<file path="config.mk">
export PLATFORM = sky130hd
export DESIGN_NAME = anim_char_scheduler
export DESIGN_NICKNAME = d
export VERILOG_FILES = /design/src/rtl/anim_pkg.sv /design/src/rtl/anim_msg_buffer.sv /design/src/rtl/anim_char_scheduler.sv
export SDC_FILE = /design/constraint.sdc
export NUM_CORES = 1
export LEC_CHECK = 0
export ABC_AREA = 0
export CAP_MARGIN = 20
export CORE_MARGIN = 4
export CORE_UTILIZATION = 27
export DETAILED_ROUTE_END_ITERATION = 6
export GPL_ROUTABILITY_DRIVEN = 0
export PLACE_DENSITY_LB_ADDON = 0.08
export SKIP_CTS_REPAIR_TIMING = 1
export SLEW_MARGIN = 10
export SYNTH_ARGS = -nofsm -noshare
export SYNTH_HDL_FRONTEND = slang
export SYNTH_SLANG_ARGS = --single-unit
</file>
<file path="constraint.sdc">
create_clock -name clk60 -period 4.1 [get_ports clk60]
set_input_delay 0.82 -clock clk60 [delete_from_list [all_inputs] [get_ports clk60]]
set_output_delay 0.82 -clock clk60 [all_outputs]
set_load 0.01 [all_outputs]
</file>
<file path="src/rtl/anim_pkg.sv">
// Shared types and constants for the character scheduler and its message buffer.
package anim_pkg;

  localparam int SEG_W = 7;
  localparam logic [SEG_W-1:0] SEG_BLANK = 7'h00;
  localparam int HOLD_TICKS_DEFAULT = 32;

  typedef enum logic [1:0] {
    ST_IDLE      = 2'd0,
    ST_ISSUE     = 2'd1,
    ST_HOLD      = 2'd2,
    ST_LIVE_HOLD = 2'd3
  } sched_state_t;

endpackage

</file>
<file path="src/rtl/anim_msg_buffer.sv">
// Message buffer: MSG_LEN x SEG_W register file, one synchronous write port,
// one asynchronous read port, cleared asynchronously by reset.
module anim_msg_buffer
  import anim_pkg::*;
#(
  parameter int MSG_LEN = 8,
  parameter int AW      = $clog2(MSG_LEN)
) (
  input  logic             clk60,
  input  logic             reset,
  input  logic             wr_en,
  input  logic [AW-1:0]    wr_addr,
  input  logic [SEG_W-1:0] wr_data,
  input  logic [AW-1:0]    rd_addr,
  output logic [SEG_W-1:0] rd_data
);

  logic [SEG_W-1:0] mem [MSG_LEN];

  // Storage: clear on reset, otherwise take one write per tick.
  always_ff @(posedge clk60 or posedge reset) begin
    if (reset) begin
      for (int i = 0; i < MSG_LEN; i++) mem[i] <= '0;
    end else if (wr_en) begin
      mem[wr_addr] <= wr_data;
    end
  end

  // Read returns the contents before any same-tick write lands.
  assign rd_data = mem[rd_addr];

endmodule

</file>
<file path="src/rtl/anim_char_scheduler.sv">
// Character scheduler: plays a small message buffer into the 7-segment animator
// one character per hold period, with a higher-priority live-character path.
// Optional build macro: ANIM_SCHED_BLANK_GAP_EN inserts a blank character before
// each loop wrap.
//
// state     | meaning
// IDLE      | nothing playing, waiting for live_req or start
// ISSUE     | present the selected character (message, live or blank) for one tick
// HOLD      | hold a message/blank character until the counter expires
// LIVE_HOLD | hold a live character; live_req only looked at on expiry
module anim_char_scheduler
  import anim_pkg::*;
#(
  parameter int MSG_LEN    = 8,
  parameter int HOLD_TICKS = HOLD_TICKS_DEFAULT,
  parameter int AW         = $clog2(MSG_LEN)
) (
  input  logic             clk60,
  input  logic             reset,
  input  logic             enable,
  input  logic             wr_en,
  input  logic [AW-1:0]    wr_addr,
  input  logic [SEG_W-1:0] wr_data,
  input  logic [AW-1:0]    msg_last,
  input  logic             start,
  input  logic             loop,
  input  logic             live_req,
  input  logic [SEG_W-1:0] live_char,
  output logic             live_ack,
  output logic [SEG_W-1:0] char_out,
  output logic             char_valid,
  output logic             busy,
  output logic [AW-1:0]    index
);

  localparam logic [1:0] S_IDLE      = ST_IDLE;
  localparam logic [1:0] S_ISSUE     = ST_ISSUE;
  localparam logic [1:0] S_HOLD      = ST_HOLD;
  localparam logic [1:0] S_LIVE_HOLD = ST_LIVE_HOLD;

  localparam logic [1:0] ISS_MSG   = 2'd0;
  localparam logic [1:0] ISS_LIVE  = 2'd1;
`ifdef ANIM_SCHED_BLANK_GAP_EN
  localparam logic [1:0] ISS_BLANK = 2'd2;
`endif

  localparam logic [7:0] HOLD_LOAD = 8'(HOLD_TICKS - 1);

  logic [1:0]       state, state_nxt;
  logic [7:0]       cnt, cnt_nxt;
  logic             resume, resume_nxt;
  logic [1:0]       iss_sel, sel_nxt;
  logic [AW-1:0]    index_nxt;
  logic [SEG_W-1:0] out_nxt;
  logic             valid_nxt, ack_nxt;
  logic [SEG_W-1:0] rd_data;
`ifdef ANIM_SCHED_BLANK_GAP_EN
  logic             in_gap, gap_nxt;
`endif

  anim_msg_buffer #(
    .MSG_LEN (MSG_LEN),
    .AW      (AW)
  ) u_buf (
    .clk60   (clk60),
    .reset   (reset),
    .wr_en   (wr_en & enable),
    .wr_addr (wr_addr),
    .wr_data (wr_data),
    .rd_addr (index),
    .rd_data (rd_data)
  );

  // Next-state and next-output decode.
  always_comb begin
    state_nxt  = state;
    cnt_nxt    = cnt;
    resume_nxt = resume;
    sel_nxt    = iss_sel;
    index_nxt  = index;
    out_nxt    = char_out;
    valid_nxt  = 1'b0;
    ack_nxt    = 1'b0;
`ifdef ANIM_SCHED_BLANK_GAP_EN
    gap_nxt    = in_gap;
`endif
    case (state)
      S_IDLE: begin
        if (live_req) begin
          out_nxt    = live_char;
          valid_nxt  = 1'b1;
          ack_nxt    = 1'b1;
          cnt_nxt    = HOLD_LOAD;
          resume_nxt = 1'b0;
          state_nxt  = S_LIVE_HOLD;
        end else if (start) begin
          index_nxt = '0;
          sel_nxt   = ISS_MSG;
          state_nxt = S_ISSUE;
        end
      end
      S_ISSUE: begin
        valid_nxt = 1'b1;
        cnt_nxt   = HOLD_LOAD;
        state_nxt = S_HOLD;
        case (iss_sel)
          ISS_LIVE: begin
            out_nxt   = live_char;
            ack_nxt   = 1'b1;
            state_nxt = S_LIVE_HOLD;
          end
`ifdef ANIM_SCHED_BLANK_GAP_EN
          ISS_BLANK: begin
            out_nxt = SEG_BLANK;
            gap_nxt = 1'b1;
          end
`endif
          default: begin
            out_nxt = rd_data;
`ifdef ANIM_SCHED_BLANK_GAP_EN
            gap_nxt = 1'b0;
`endif
          end
        endcase
      end
      S_HOLD: begin
        if (start) begin
          index_nxt = '0;
          sel_nxt   = ISS_MSG;
          state_nxt = S_ISSUE;
`ifdef ANIM_SCHED_BLANK_GAP_EN
          gap_nxt   = 1'b0;
`endif
        end else if (cnt != '0) begin
          cnt_nxt = cnt - 8'd1;
        end else if (live_req) begin
          // index is left alone so the preempted character is reissued later
          out_nxt    = live_char;
          valid_nxt  = 1'b1;
          ack_nxt    = 1'b1;
          cnt_nxt    = HOLD_LOAD;
          resume_nxt = 1'b1;
          state_nxt  = S_LIVE_HOLD;
`ifdef ANIM_SCHED_BLANK_GAP_EN
        end else if (in_gap) begin
          index_nxt = '0;
          gap_nxt   = 1'b0;
          sel_nxt   = ISS_MSG;
          state_nxt = S_ISSUE;
`endif
        end else if (index != msg_last) begin
          // wraps modulo MSG_LEN if msg_last was lowered below index
          index_nxt = index + 1'b1;
          sel_nxt   = ISS_MSG;
          state_nxt = S_ISSUE;
        end else if (loop) begin
`ifdef ANIM_SCHED_BLANK_GAP_EN
          sel_nxt   = ISS_BLANK;
`else
          index_nxt = '0;
          sel_nxt   = ISS_MSG;
`endif
          state_nxt = S_ISSUE;
        end else begin
          state_nxt = S_IDLE;
        end
      end
      default: begin
        if (start) begin
          resume_nxt = 1'b1;
          index_nxt  = '0;
`ifdef ANIM_SCHED_BLANK_GAP_EN
          gap_nxt    = 1'b0;
`endif
        end
        if (cnt != '0) begin
          cnt_nxt = cnt - 8'd1;
        end else if (live_req) begin
          // reissue through ISSUE so live-to-live spacing matches the message period
          sel_nxt   = ISS_LIVE;
          state_nxt = S_ISSUE;
        end else if (resume_nxt) begin
          resume_nxt = 1'b0;
`ifdef ANIM_SCHED_BLANK_GAP_EN
          sel_nxt    = gap_nxt ? ISS_BLANK : ISS_MSG;
`else
          sel_nxt    = ISS_MSG;
`endif
          state_nxt  = S_ISSUE;
        end else begin
          state_nxt = S_IDLE;
        end
      end
    endcase
  end

  // State and registered outputs; enable low freezes everything and masks the pulses.
  always_ff @(posedge clk60 or posedge reset) begin
    if (reset) begin
      state      <= S_IDLE;
      cnt        <= '0;
      resume     <= 1'b0;
      iss_sel    <= ISS_MSG;
      index      <= '0;
      char_out   <= SEG_BLANK;
      char_valid <= 1'b0;
      live_ack   <= 1'b0;
      busy       <= 1'b0;
`ifdef ANIM_SCHED_BLANK_GAP_EN
      in_gap     <= 1'b0;
`endif
    end else if (enable) begin
      state      <= state_nxt;
      cnt        <= cnt_nxt;
      resume     <= resume_nxt;
      iss_sel    <= sel_nxt;
      index      <= index_nxt;
      char_out   <= out_nxt;
      char_valid <= valid_nxt;
      live_ack   <= ack_nxt;
      busy       <= (state_nxt != S_IDLE);
`ifdef ANIM_SCHED_BLANK_GAP_EN
      in_gap     <= gap_nxt;
`endif
    end else begin
      char_valid <= 1'b0;
      live_ack   <= 1'b0;
    end
  end

endmodule

</file>
# After elaboration in Yosys (flattened, before gate mapping)
# Index checks and enable logic that the tools add are counted.
# W data, S select, Z words.
# op_classes
mux,64
n_bitwise,4
addsub,2
eq_ne,14
n_mul,0
shifts,0
n_reduce_logical,13
n_div,0
n_lt_le_gt_ge,3
# ops
op,count
$bwmux W56,1
$mux W7,7
$mux W2,16
$mux W8,4
$pmux W8 S3,1
$bmux W7 S3,1
$demux W7 S3,1
$mux W3,7
$pmux W7 S3,1
$mux W1,19
$ne A2 B2 Y1 const B,6
$pmux W2 S3,2
$reduce_and A6 Y1,2
$pmux W1 S3,3
$pmux W3 S3,1
$reduce_and A9 Y1,1
$ge A4 B4 Y1 const B,2
$not A3 Y4,2
$reduce_bool A4 Y1,2
$reduce_bool A8 Y1,1
$sub A8 B1 Y8 const B,1
$ne A3 B3 Y1 const B,2
$eq A2 B1 Y1 const B,2
$lt A4 B1 Y1 const B,1
other kinds (14),14
# word_totals
out_inout_bits,13
ff_bits,82
rom_bits,0
mem_count,0
latch_bits,0
elab_cells,117
input_bits,27
ram_bits,0

# Logic depth before layout (Yosys ltp)
# Gate-level depths: netlist of run 1.
# logic_depth
depth_word,8
depth_mapped,8
depth_no_buf,7

# Cells and area by module
# Synthesis of run 1 repeated with hierarchy kept, for this count alone.
# unflattened
hier_cells,313
hier_area_um2,4159.0
# by_module_without_submodules
module,seq_area_each_um2,cells_per_inst,instances,area_per_inst_um2
anim_msg_buffer,1401.3,154,1,2638.8
anim_char_scheduler,625.6,159,1,1520.2

# Worst setup path before layout of run 1
# No wires, ideal clock.
# synth_path
path_kind,input to register
start,input port live_req
end,register index[0]
n_path_buf,1
slack_ns,2.009
t_required_ns,3.975
arrival_ns,1.966
setup_ns,0.125
cell_stages,6
path_cell_list,buf_2 inv_2 o311ai_1 o31ai_4 o21ai_2 mux2_4
# synth_between
elab_chain_cells,2
elab_cells_between_ends,3
classes_between,eq/ne: 2; reduce/logical: 1
# synth_rtl
item,line_no,rtl
from (decl),anim_char_scheduler.sv:27,"input logic live_req,"
$ne A3 B3 Y1 (no source line) / $ne A2 B2 Y1 (equally long branches),--,
$reduce_and A6 Y1 (no source line) *,--,
to (signal assigned),anim_char_scheduler.sv:217,index <= index_nxt;
to (decl),anim_char_scheduler.sv:33,output logic [AW-1:0] index
# Mark *: on every way between the ends. The rest lies on a longest branch, timed or not.
# A chain may end at the register's enable or synchronous reset.

# Worst setup path after layout of run 1
# layout_path
start,input port enable
end,register u_buf.mem[4] in the netlist's numbering
# layout_between
elab_chain_cells,1
# layout_rtl
item,line_no,rtl
from (decl),anim_char_scheduler.sv:20,"input logic enable,"
$and A1 B1 Y1,anim_char_scheduler.sv:67,".wr_en (wr_en & enable),"
"to (signal, indexed assignment)",anim_msg_buffer.sv:25,mem[wr_addr] <= wr_data;
to (decl),anim_msg_buffer.sv:18,logic [SEG_W-1:0] mem [MSG_LEN];
# No other way between the ends.

==> run_summary.xml, run 1 <==
<?xml version="1.0" encoding="UTF-8"?>
<metrics>
  <group name="timing">
    <metric name="setup_repair_after_global_routing_missed_its_margin" unit="">false</metric>
    <metric name="tightestPinTransition" unit="ps">845.7</metric>
    <metric name="finalHoldViolations" unit="">0</metric>
    <metric name="period_minus_slack" unit="ps">2690</metric>
    <metric name="final_min_period_over_clock_period" unit="%">65.61</metric>
    <metric name="tns" unit="ps">0</metric>
    <metric name="maxSlewHeadroom" unit="%">43.41</metric>
    <metric name="report.final.setup_viol" unit="">0</metric>
    <metric name="max_clock_freq" unit="GHz">0.3717</metric>
    <metric name="clock-skew-final" unit="ps">7.040</metric>
    <metric name="final_max_slew_viol_count" unit="">0</metric>
  </group>
  <group name="power">
    <metric name="design_power_total" unit="W">0.002862</metric>
    <metric name="leakage" unit="nW">2.011</metric>
    <metric name="power.density" unit="nW/µm²">573.4</metric>
    <metric name="ir_worst_vdd" unit="V">0.0001854</metric>
  </group>
  <group name="detailed_routing">
    <metric name="first_iter_violations" unit="">178</metric>
    <metric name="totalWireLength" unit="mm">10.31</metric>
    <metric name="drcViolationCount" unit="">0</metric>
    <metric name="num_vias" unit="">2842</metric>
    <metric name="ant_nets" unit="">0</metric>
    <metric name="detail_route.first_pass.iterations" unit="">4</metric>
    <metric name="route.detailed.wl_per_inst" unit="µm">18.37</metric>
    <metric name="vias_per_cell" unit="">5.066</metric>
  </group>
  <group name="clock_tree">
    <metric name="clk-insertion-delay-late" unit="ps">340</metric>
    <metric name="cts-buffers-inserted" unit="">9</metric>
    <metric name="cts.path.max_buffers" unit="">2</metric>
    <metric name="h-tree-depth" unit="">3</metric>
    <metric name="clockRootBuffer" unit="">clkbuf_16</metric>
    <metric name="cts_tree" unit="">done</metric>
    <metric name="cts.reportedPaths.clkPinSlew" unit="ps">60</metric>
    <metric name="cts.sink_count" unit="">81</metric>
  </group>
  <group name="synthesis">
    <metric name="synth_area_per_cell" unit="µm²">12.29</metric>
    <metric name="post_synth_xor_area_fraction" unit="%">0.6438</metric>
    <metric name="synth-compound-area-share" unit="%">11.50</metric>
    <metric name="area_share_of_and_or_nand_nor_cells_after_synthesis" unit="%">9.166</metric>
    <metric name="synth-seq-area-share" unit="%">49.66</metric>
    <metric name="post_syn_nets" unit="">361</metric>
    <metric name="synth.top_cells.by_area" unit="">dfrtp_1, mux2_2, mux4_2</metric>
    <metric name="ys_types" unit="">56</metric>
    <metric name="post_synth_inst_count" unit="">332</metric>
    <metric name="syn_area" unit="µm²">4081</metric>
    <metric name="fraction_of_post_synthesis_cell_area_in_the_top_cell_type_by_area" unit="%">49.66</metric>
    <metric name="yosys_register_bits" unit="">81</metric>
    <metric name="largest_family_of_logic_cells_by_synthesized_area" unit="">multiplexers</metric>
    <metric name="synth-main-ff-cell" unit="">dfrtp_1</metric>
    <metric name="synth_top_area_cell" unit="">dfrtp_1</metric>
    <metric name="synth_fa_ha_area_share" unit="%">0.6131</metric>
    <metric name="mux_cell_area_share_after_synthesis" unit="%">25.51</metric>
    <metric name="ys_warn_count" unit="">0</metric>
    <metric name="async_reset_ff_share" unit="%">100.0</metric>
    <metric name="number_of_enable_flip_flop_cells_after_synthesis" unit="">0</metric>
  </group>
  <group name="finish">
    <metric name="layout_common_cells" unit="">dfrtp_1, mux2_2, clkdlybuf4s50_1, nor2_1, nand2_1</metric>
    <metric name="final_nets" unit="">401</metric>
    <metric name="layoutNonFillerInstCount" unit="">561</metric>
    <metric name="antenna_diode_count" unit="">0</metric>
    <metric name="fillerInstances" unit="">1441</metric>
    <metric name="postLayoutCoreUtil" unit="%">34.08</metric>
    <metric name="layout-drive-gt1-share" unit="%">28.91</metric>
    <metric name="most_common_library_cell_in_the_layout_ignoring_fill_and_taps" unit="">dfrtp_1</metric>
    <metric name="ff_latch_area" unit="µm²">2027</metric>
    <metric name="syn2layout_area_growth" unit="%">22.29</metric>
    <metric name="multi_input_area" unit="µm²">1936</metric>
  </group>
  <group name="die">
    <metric name="die-area" unit="µm²">17150</metric>
    <metric name="core.rowCount" unit="">44</metric>
    <metric name="design.core.area" unit="µm²">14640</metric>
    <metric name="io_pins" unit="">40</metric>
    <metric name="die-width" unit="µm">131.0</metric>
    <metric name="initial_core_util" unit="%">27.87</metric>
    <metric name="die_span_in_y" unit="µm">131.0</metric>
  </group>
  <group name="global_route">
    <metric name="grt_pass1_vias" unit="">2799</metric>
    <metric name="grt_first_pass_wirelength" unit="mm">16.44</metric>
    <metric name="largest_net_degree_at_the_start_of_global_routing" unit="">48</metric>
    <metric name="grt_remaining_overflow" unit="">0</metric>
    <metric name="gr-usage-all-layers" unit="%">12.94</metric>
    <metric name="antenna_violations_before_repair" unit="">0</metric>
  </group>
  <group name="setup_path">
    <metric name="crit_cells" unit="">4</metric>
    <metric name="cp_max_fo" unit="">13</metric>
    <metric name="timing.critical_path.max_delay_family" unit="">simple AND/OR/NAND/NOR gates</metric>
    <metric name="cp_data_arrival_time" unit="ps">2910</metric>
    <metric name="crit_chain" unit="">clkdlybuf4s50_1 &gt; nand3_1 &gt; nor2_1 &gt; mux2_2</metric>
    <metric name="critPathSlowestCell" unit="">clkdlybuf4s50_1</metric>
    <metric name="timing.critical_path.slowest_cell_delay" unit="ps">760</metric>
    <metric name="endpoint_kind" unit="">flip-flop</metric>
    <metric name="critical_path_required" unit="ps">4320</metric>
    <metric name="critPathLaunchType" unit="">input pin</metric>
    <metric name="critPathKind" unit="">input pin to flip-flop</metric>
    <metric name="cp_num_buf_inv" unit="">1</metric>
    <metric name="rr_worst_depth" unit="">6</metric>
  </group>
  <group name="placement">
    <metric name="dp_hpwl" unit="mm">7.237</metric>
    <metric name="numPlacedInstances" unit="">545</metric>
    <metric name="port_buffers" unit="">39</metric>
  </group>
  <group name="hold_path">
    <metric name="number_of_cells_on_the_worst_hold_path" unit="">2</metric>
    <metric name="timing.hold.worst.class" unit="">flip-flop to flip-flop</metric>
  </group>
  <group name="flow_run">
    <metric name="max_cap_viol_count" unit="">0</metric>
  </group>
  <group name="status">
    <metric name="run_status" unit="">finished, final reports clean</metric>
  </group>
</metrics>
## final timing paths
check                            start       endpoint  slack [ps]
max reg2reg                   index[1]       index[0]        1760
max in group asynchronous        reset  u_buf.mem[39]        2380
min in group asynchronous        reset  u_buf.mem[19]         950
min reg2reg                char_out[5]    char_out[5]         490
max                             enable   u_buf.mem[4]        1410
min                        char_out[5]    char_out[5]         490
## layer usage
layer,vias up,wire length (µm),GRT usage (%)
met1,1454,4936,18.13
met3,14,396,2.602
met2,57,4718,19.21
li1,1317,-,-
met4,0,254,5.989
met5,-,0,0
## cells by family after synthesis
kind of cell | count (synthesis)
AND/OR/NAND/NOR | 72
AO/OA/AOI/OAI | 67
buffers and inverters | 28
adder cells (fa/ha/maj) | 2
XOR/XNOR | 3
flip-flops | 81
multiplexers | 79
## layout make-up
class	count	share of cell area, %
clock buffers	11	5.064
clock inverters	5	1.203
inverters	11	0.8523
multi-input cells	223	38.78
flip-flops and latches	81	40.61
well taps	184	4.613
repair buffers	46	8.874
## synth_stat cells (3+ instances only)
cell / n
mux2i_1: 8
or3_1: 4
nor3_1: 4
and2_1: 3
nand2b_1: 5
dfrtp_1: 81
nand3_1: 6
o21ai_1: 15
a21oi_1: 8
nand2_1: 19
clkbuf_1: 8
inv_1: 8
xor2_1: 3
mux4_2: 14
a31oi_1: 3
buf_2: 8
nor2_1: 21
o21ai_0: 13
inv_2: 3
mux2_2: 56
## state kept, by name, indices dropped and copies added, names as in the netlist
| signal | flops |
|---|---|
| u_buf.mem | 56 |
| cnt | 8 |
| char_out | 7 |
| index | 3 |
| state | 2 |
| busy | 1 |
| char_valid | 1 |
| iss_sel | 1 |
| live_ack | 1 |
| resume | 1 |
## worst min-delay path, delay by kind of cell, from the launching register on
family,cells,cell delay (ps)
and+or+nand+nor,1,50
DFF,1,340
AOI/OAI and AO/OA,1,60
## through the flow
step	instance area (µm²)	hold WS (ps)	setup slack [ps]
after floorplan	4081	457.0	1200
after global placement	4678	468.2	1082
after detailed placement	4678	478.4	1091
after CTS	4991	493.9	1400
after global routing	4991	510.2	1336
final	4991	489.3	1410
## power breakdown
| part | internal, W | switching (W) | leakage, nW | total, W |
|---|---|---|---|---|
| clock network | 0.000508 | 0.000336 | 0.153 | 0.000845 |
| logic | 0.000452 | 0.000366 | 0.863 | 0.000817 |
| registers | 0.00101 | 0.000194 | 0.995 | 0.00120 |
| total | 0.00197 | 0.000896 | 2.01 | 0.00286 |
Power figures use the tool's default switching activity.
==> inputs of run 2 (changes only) <==
- clock period: 4.1 -> 2.45 ns (I/O delays scaled with it)
==> run_summary.xml, run 2 (synthesis gave the netlist of run 1 again) <==
<?xml version="1.0" encoding="UTF-8"?>
<metrics>
  <group name="status">
    <metric name="run_status" unit="">finished, final reports clean</metric>
  </group>
  <group name="clock_tree">
    <metric name="h-tree-depth" unit="">3</metric>
    <metric name="cts.path.max_buffers" unit="">2</metric>
    <metric name="cts-buffers-inserted" unit="">9</metric>
    <metric name="cts.sink_count" unit="">81</metric>
    <metric name="cts_tree" unit="">done</metric>
    <metric name="clockRootBuffer" unit="">clkbuf_16</metric>
    <metric name="cts.reportedPaths.clkPinSlew" unit="ps">70</metric>
    <metric name="clk-insertion-delay-late" unit="ps">340</metric>
  </group>
  <group name="hold_path">
    <metric name="timing.hold.worst.class" unit="">flip-flop to flip-flop</metric>
    <metric name="number_of_cells_on_the_worst_hold_path" unit="">2</metric>
    <metric name="min_from" unit="">char_out[2]</metric>
    <metric name="whs_endpoint" unit="">char_out[2]</metric>
  </group>
  <group name="power">
    <metric name="ir_worst_vdd" unit="V">0.0003255</metric>
    <metric name="sw_frac_of_total" unit="%">31.89</metric>
    <metric name="clockPowerShare" unit="%">29.5</metric>
    <metric name="design_power_total" unit="W">0.004868</metric>
    <metric name="p_int" unit="W">0.003315</metric>
    <metric name="pwr-share-comb" unit="%">30.7</metric>
    <metric name="leakage" unit="nW">2.105</metric>
    <metric name="power_frac_seq" unit="%">39.9</metric>
    <metric name="power.density" unit="nW/µm²">944.7</metric>
    <metric name="net-switching-power" unit="W">0.001552</metric>
  </group>
  <group name="setup_path">
    <metric name="critPathKind" unit="">flip-flop to output port</metric>
    <metric name="cp_data_arrival_time" unit="ps">1810</metric>
    <metric name="rr_worst_depth" unit="">6</metric>
    <metric name="r2r_end" unit="">busy</metric>
    <metric name="worst-r2r-setup-slack" unit="ps">240</metric>
    <metric name="critical_path_required" unit="ps">1960</metric>
    <metric name="cp_max_fo" unit="">8</metric>
    <metric name="critPathLaunchType" unit="">flip-flop</metric>
    <metric name="r2r_start" unit="">cnt[0]</metric>
    <metric name="critPathSlowestCell" unit="">dfrtp_1</metric>
    <metric name="timing.critical_path.slowest_cell_delay" unit="ps">670</metric>
    <metric name="endpoint_kind" unit="">output port</metric>
    <metric name="crit_chain" unit="">buf_4 &gt; clkdlybuf4s50_1</metric>
  </group>
  <group name="die">
    <metric name="die-area" unit="µm²">17150</metric>
    <metric name="io_pins" unit="">40</metric>
    <metric name="initial_core_util" unit="%">27.87</metric>
    <metric name="design.core.area" unit="µm²">14640</metric>
    <metric name="die-width" unit="µm">131.0</metric>
    <metric name="die_span_in_y" unit="µm">131.0</metric>
    <metric name="core.rowCount" unit="">44</metric>
  </group>
  <group name="detailed_routing">
    <metric name="drcViolationCount" unit="">0</metric>
    <metric name="ant_nets" unit="">0</metric>
    <metric name="totalWireLength" unit="mm">10.68</metric>
    <metric name="route.detailed.wl_per_inst" unit="µm">18.45</metric>
    <metric name="first_iter_violations" unit="">218</metric>
    <metric name="num_vias" unit="">2840</metric>
    <metric name="vias_per_cell" unit="">4.905</metric>
    <metric name="detail_route.first_pass.iterations" unit="">4</metric>
  </group>
  <group name="finish">
    <metric name="layout-drive-gt1-share" unit="%">32.15</metric>
    <metric name="biggestRegsByFlops" unit="">u_buf.mem (56), cnt (8), char_out (7)</metric>
    <metric name="final_nets" unit="">419</metric>
    <metric name="layout_common_cells" unit="">dfrtp_1, mux2_2, clkdlybuf4s50_1, buf_4, nor2_1</metric>
    <metric name="syn2layout_area_growth" unit="%">26.24</metric>
    <metric name="antenna_diode_count" unit="">0</metric>
    <metric name="most_common_library_cell_in_the_layout_ignoring_fill_and_taps" unit="">dfrtp_1</metric>
    <metric name="postLayoutCoreUtil" unit="%">35.18</metric>
    <metric name="regMostFlops" unit="">u_buf.mem</metric>
    <metric name="largest_register_ff_count" unit="">56</metric>
  </group>
  <group name="global_route">
    <metric name="largest_net_degree_at_the_start_of_global_routing" unit="">35</metric>
    <metric name="grt_first_pass_wirelength" unit="mm">17.43</metric>
    <metric name="grt_pass1_vias" unit="">3006</metric>
    <metric name="gr-usage-all-layers" unit="%">13.56</metric>
    <metric name="grt_remaining_overflow" unit="">0</metric>
    <metric name="antenna_violations_before_repair" unit="">0</metric>
  </group>
  <group name="timing">
    <metric name="max_clock_freq" unit="GHz">0.4345</metric>
    <metric name="final_min_period_over_clock_period" unit="%">93.94</metric>
    <metric name="tightestPinTransition" unit="ps">609.6</metric>
    <metric name="finalHoldViolations" unit="">0</metric>
    <metric name="clock-skew-final" unit="ps">5.320</metric>
    <metric name="tns" unit="ps">0</metric>
    <metric name="report.final.setup_viol" unit="">0</metric>
    <metric name="period_minus_slack" unit="ps">2302</metric>
    <metric name="maxSlewHeadroom" unit="%">59.27</metric>
    <metric name="fin_hold_ws" unit="ps">481.7</metric>
    <metric name="final_max_slew_viol_count" unit="">0</metric>
    <metric name="setup_repair_after_global_routing_missed_its_margin" unit="">false</metric>
  </group>
  <group name="placement">
    <metric name="port_buffers" unit="">39</metric>
    <metric name="dp_hpwl" unit="mm">7.673</metric>
  </group>
  <group name="flow_run">
    <metric name="max_cap_viol_count" unit="">0</metric>
  </group>
</metrics>
==> run 2: changes by cell type in the layout (fill, tap and decap cells not counted) <==
cell        before  now
buf_4            7   23
buf_12           0    2
clkinv_2         2    0
clkbuf_8         2    1
clkinv_4         0    1
clkinvlp_4       1    2
inv_6            2    3
==> run 2: area by class of cell <==
cell class | count | area [µm²]
multi-input combinational | 223 | 1936
fill | 1495 | 9492
clock buffer | 10 | 239.0
clock inverter | 6 | 72.57
inverter | 11 | 45.04
tap | 184 | 230.2
sequential | 81 | 2027
timing repair buffer | 64 | 603.1
==> run 2: power groups by stage <==
stage          clock [W]  sequential, W  combinational (W)
4_1_cts          0.00148        0.00194            0.00152
2_1_floorplan          0        0.00190            0.00101
6_report         0.00143        0.00194            0.00149
3_3_place_gp           0        0.00197            0.00151
3_5_place_dp           0        0.00196            0.00151
5_1_grt          0.00153        0.00200            0.00167
==> run 2: stage by stage <==
step                      cell area [µm²]  std cells  setup WS [ps]
after global routing                 5152        579          42.34
after CTS                            5152        579          80.36
after detailed placement             4841        563          55.79
after global placement               4841        563          116.9
after floorplan                      4085        332          538.3
final                                5152        579          148.5
==> run 2: critical path: cells and delay by family (launching register included) <==
family	cells	cell delay, ps
buf+inv	2	790
flops	1	670
==> run 2: layer usage <==
| layer | global-route usage (%) | vias up | share of wire, % |
|---|---|---|---|
| li1 | - | 1343 | - |
| met1 | 20.29 | 1423 | 51 |
| met2 | 19.47 | 63 | 44 |
| met3 | 2.358 | 11 | 4.1 |
| met4 | 5.082 | 0 | 1.5 |
| met5 | 0 | - | 0 |
==> run 2: worst max path at each step <==
stage,from,to,slack [ps],cells past startpoint
floorplan,cnt[0],cnt[4],540,8
global placement,msg_last[1],index[0],120,6
detailed placement,msg_last[1],index[0],60,6
CTS,index[1],index[1],80,2
global route,index[1],index[1],40,2
finish,index[1],index[1],150,2
==> inputs of run 3 (changes only) <==
- SETUP_SLACK_MARGIN: default -> 0.05
==> run_summary.xml, run 3 (synthesis gave the netlist of run 1 again) <==
<?xml version="1.0" encoding="UTF-8"?>
<metrics>
  <group name="status">
    <metric name="run_status" unit="">finished, final reports clean</metric>
  </group>
  <group name="setup_path">
    <metric name="r2r_start" unit="">cnt[0]</metric>
    <metric name="critPathLaunchType" unit="">flip-flop</metric>
    <metric name="crit_chain" unit="">inv_1 &gt; ha_1 &gt; or4b_1 &gt; o211ai_2 &gt; o21a_2 &gt; o221ai_1</metric>
    <metric name="cp_max_fo" unit="">6</metric>
    <metric name="endpoint_kind" unit="">flip-flop</metric>
    <metric name="cp_data_arrival_time" unit="ps">2400</metric>
    <metric name="critical_path_required" unit="ps">2650</metric>
    <metric name="critPathSlowestCell" unit="">or4b_1</metric>
    <metric name="worst-r2r-setup-slack" unit="ps">240</metric>
    <metric name="critPathKind" unit="">flip-flop to flip-flop</metric>
    <metric name="timing.critical_path.slowest_cell_delay" unit="ps">650</metric>
    <metric name="setup.worst_path.start" unit="">cnt[0]</metric>
    <metric name="cp_num_buf_inv" unit="">1</metric>
    <metric name="timing.critical_path.max_delay_family" unit="">compound AO/OA/AOI/OAI gates</metric>
  </group>
  <group name="global_route">
    <metric name="gr-usage-all-layers" unit="%">13.56</metric>
    <metric name="grt_remaining_overflow" unit="">0</metric>
    <metric name="grt_pass1_vias" unit="">3006</metric>
    <metric name="largest_net_degree_at_the_start_of_global_routing" unit="">35</metric>
    <metric name="antenna_violations_before_repair" unit="">0</metric>
    <metric name="grt_first_pass_wirelength" unit="mm">17.43</metric>
  </group>
  <group name="die">
    <metric name="die_span_in_y" unit="µm">131.0</metric>
    <metric name="design.core.area" unit="µm²">14640</metric>
    <metric name="die-width" unit="µm">131.0</metric>
    <metric name="core.rowCount" unit="">44</metric>
    <metric name="initial_core_util" unit="%">27.87</metric>
    <metric name="io_pins" unit="">40</metric>
    <metric name="die-area" unit="µm²">17150</metric>
  </group>
  <group name="clock_tree">
    <metric name="cts.sink_count" unit="">81</metric>
    <metric name="cts.reportedPaths.clkPinSlew" unit="ps">70</metric>
    <metric name="h-tree-depth" unit="">3</metric>
    <metric name="cts_tree" unit="">done</metric>
    <metric name="clockRootBuffer" unit="">clkbuf_16</metric>
    <metric name="cts.path.max_buffers" unit="">2</metric>
    <metric name="cts-buffers-inserted" unit="">9</metric>
    <metric name="clk-insertion-delay-late" unit="ps">340</metric>
  </group>
  <group name="finish">
    <metric name="antenna_diode_count" unit="">0</metric>
    <metric name="layout_common_cells" unit="">dfrtp_1, mux2_2, clkdlybuf4s50_1, buf_4, nor2_1</metric>
    <metric name="most_common_library_cell_in_the_layout_ignoring_fill_and_taps" unit="">dfrtp_1</metric>
    <metric name="regMostFlops" unit="">u_buf.mem</metric>
    <metric name="final_nets" unit="">419</metric>
    <metric name="fillerInstances" unit="">1494</metric>
    <metric name="biggestRegsByFlops" unit="">u_buf.mem (56), cnt (8), char_out (7)</metric>
    <metric name="layoutNonFillerInstCount" unit="">579</metric>
    <metric name="postLayoutCoreUtil" unit="%">35.19</metric>
    <metric name="largest_register_ff_count" unit="">56</metric>
    <metric name="multi_input_area" unit="µm²">1936</metric>
    <metric name="syn2layout_area_growth" unit="%">26.27</metric>
    <metric name="ff_latch_area" unit="µm²">2028</metric>
    <metric name="layout-drive-gt1-share" unit="%">32.41</metric>
  </group>
  <group name="detailed_routing">
    <metric name="drcViolationCount" unit="">0</metric>
    <metric name="totalWireLength" unit="mm">10.68</metric>
    <metric name="ant_nets" unit="">0</metric>
    <metric name="first_iter_violations" unit="">218</metric>
    <metric name="route.detailed.wl_per_inst" unit="µm">18.45</metric>
    <metric name="vias_per_cell" unit="">4.905</metric>
    <metric name="detail_route.first_pass.iterations" unit="">4</metric>
    <metric name="num_vias" unit="">2840</metric>
  </group>
  <group name="timing">
    <metric name="finalHoldViolations" unit="">0</metric>
    <metric name="max_clock_freq" unit="GHz">0.4531</metric>
    <metric name="final_min_period_over_clock_period" unit="%">90.09</metric>
    <metric name="period_minus_slack" unit="ps">2207</metric>
    <metric name="maxSlewHeadroom" unit="%">59.27</metric>
    <metric name="tns" unit="ps">0</metric>
    <metric name="final_max_slew_viol_count" unit="">0</metric>
    <metric name="tightestPinTransition" unit="ps">609.6</metric>
    <metric name="clock-skew-final" unit="ps">5.320</metric>
    <metric name="report.final.setup_viol" unit="">0</metric>
    <metric name="setup_repair_after_global_routing_missed_its_margin" unit="">false</metric>
  </group>
  <group name="placement">
    <metric name="numPlacedInstances" unit="">563</metric>
    <metric name="port_buffers" unit="">39</metric>
    <metric name="dp_hpwl" unit="mm">7.673</metric>
  </group>
  <group name="hold_path">
    <metric name="timing.hold.worst.class" unit="">flip-flop to flip-flop</metric>
    <metric name="min_from" unit="">char_out[2]</metric>
  </group>
  <group name="power">
    <metric name="power.density" unit="nW/µm²">944.6</metric>
    <metric name="ir_worst_vdd" unit="V">0.0003255</metric>
    <metric name="leakage" unit="nW">2.104</metric>
  </group>
  <group name="flow_run">
    <metric name="max_cap_viol_count" unit="">0</metric>
  </group>
</metrics>
## run 3: changes by cell type in the layout (fill, tap and decap cells not counted)
cell and delta:
dfrtp_2 +1, dfrtp_1 -1
## run 3: cell type report
class,count,area share [%]
clock buffers,10,4.637
clock inverters,6,1.408
inverters,11,0.8740
multi-input cells,223,37.56
flip-flops and latches,81,39.35
well taps,184,4.467
repair buffers,64,11.70
## run 3: path summary, 6_finish.rpt
kind / depth (start not counted) / endpoint
max: 6 / busy
min: 2 / char_out[2]
max reg2reg: 6 / busy
min reg2reg: 2 / char_out[2]
max in group asynchronous: 3 / index[1]
min in group asynchronous: 2 / u_buf.mem[37]
## run 3: power by group
| part | internal (W) | leakage (nW) | switching [W] |
|---|---|---|---|
| sequential | 0.00168 | 0.994 | 0.000257 |
| combinational | 0.000801 | 0.960 | 0.000692 |
| clock | 0.000831 | 0.150 | 0.000603 |
## run 3: per-layer routing
layer | routed length (µm) | global-route usage (%) | share of wire, % | vias up
met3 | 435 | 2.358 | 4.1 | 11
met2 | 4677 | 19.47 | 44 | 63
met5 | 0 | 0 | 0 | -
met1 | 5408 | 20.29 | 51 | 1423
met4 | 161 | 5.082 | 1.5 | 0
li1 | - | - | - | 1343
## run 3: per-stage QoR
| step | hold slack, ps | worst slack (ps) | area, µm² | total power, W |
|---|---|---|---|---|
| final | 481.7 | 242.8 | 5154 | 0.004868 |
| after global routing | 507.0 | 102.6 | 5154 | 0.005197 |
| after CTS | 492.9 | 80.36 | 5152 | 0.004945 |
| after detailed placement | 477.1 | 55.79 | 4841 | 0.003479 |
| after global placement | 474.2 | 116.9 | 4841 | 0.003481 |
| after floorplan | 457.0 | 538.3 | 4085 | 0.002915 |
## run 3: worst register-to-register path, cell delays in order, from the launching register on
cell	delay, ps
dfrtp_1	370
inv_1	100
ha_1	230
or4b_1	650
o211ai_2	350
o21a_2	240
o221ai_1	130
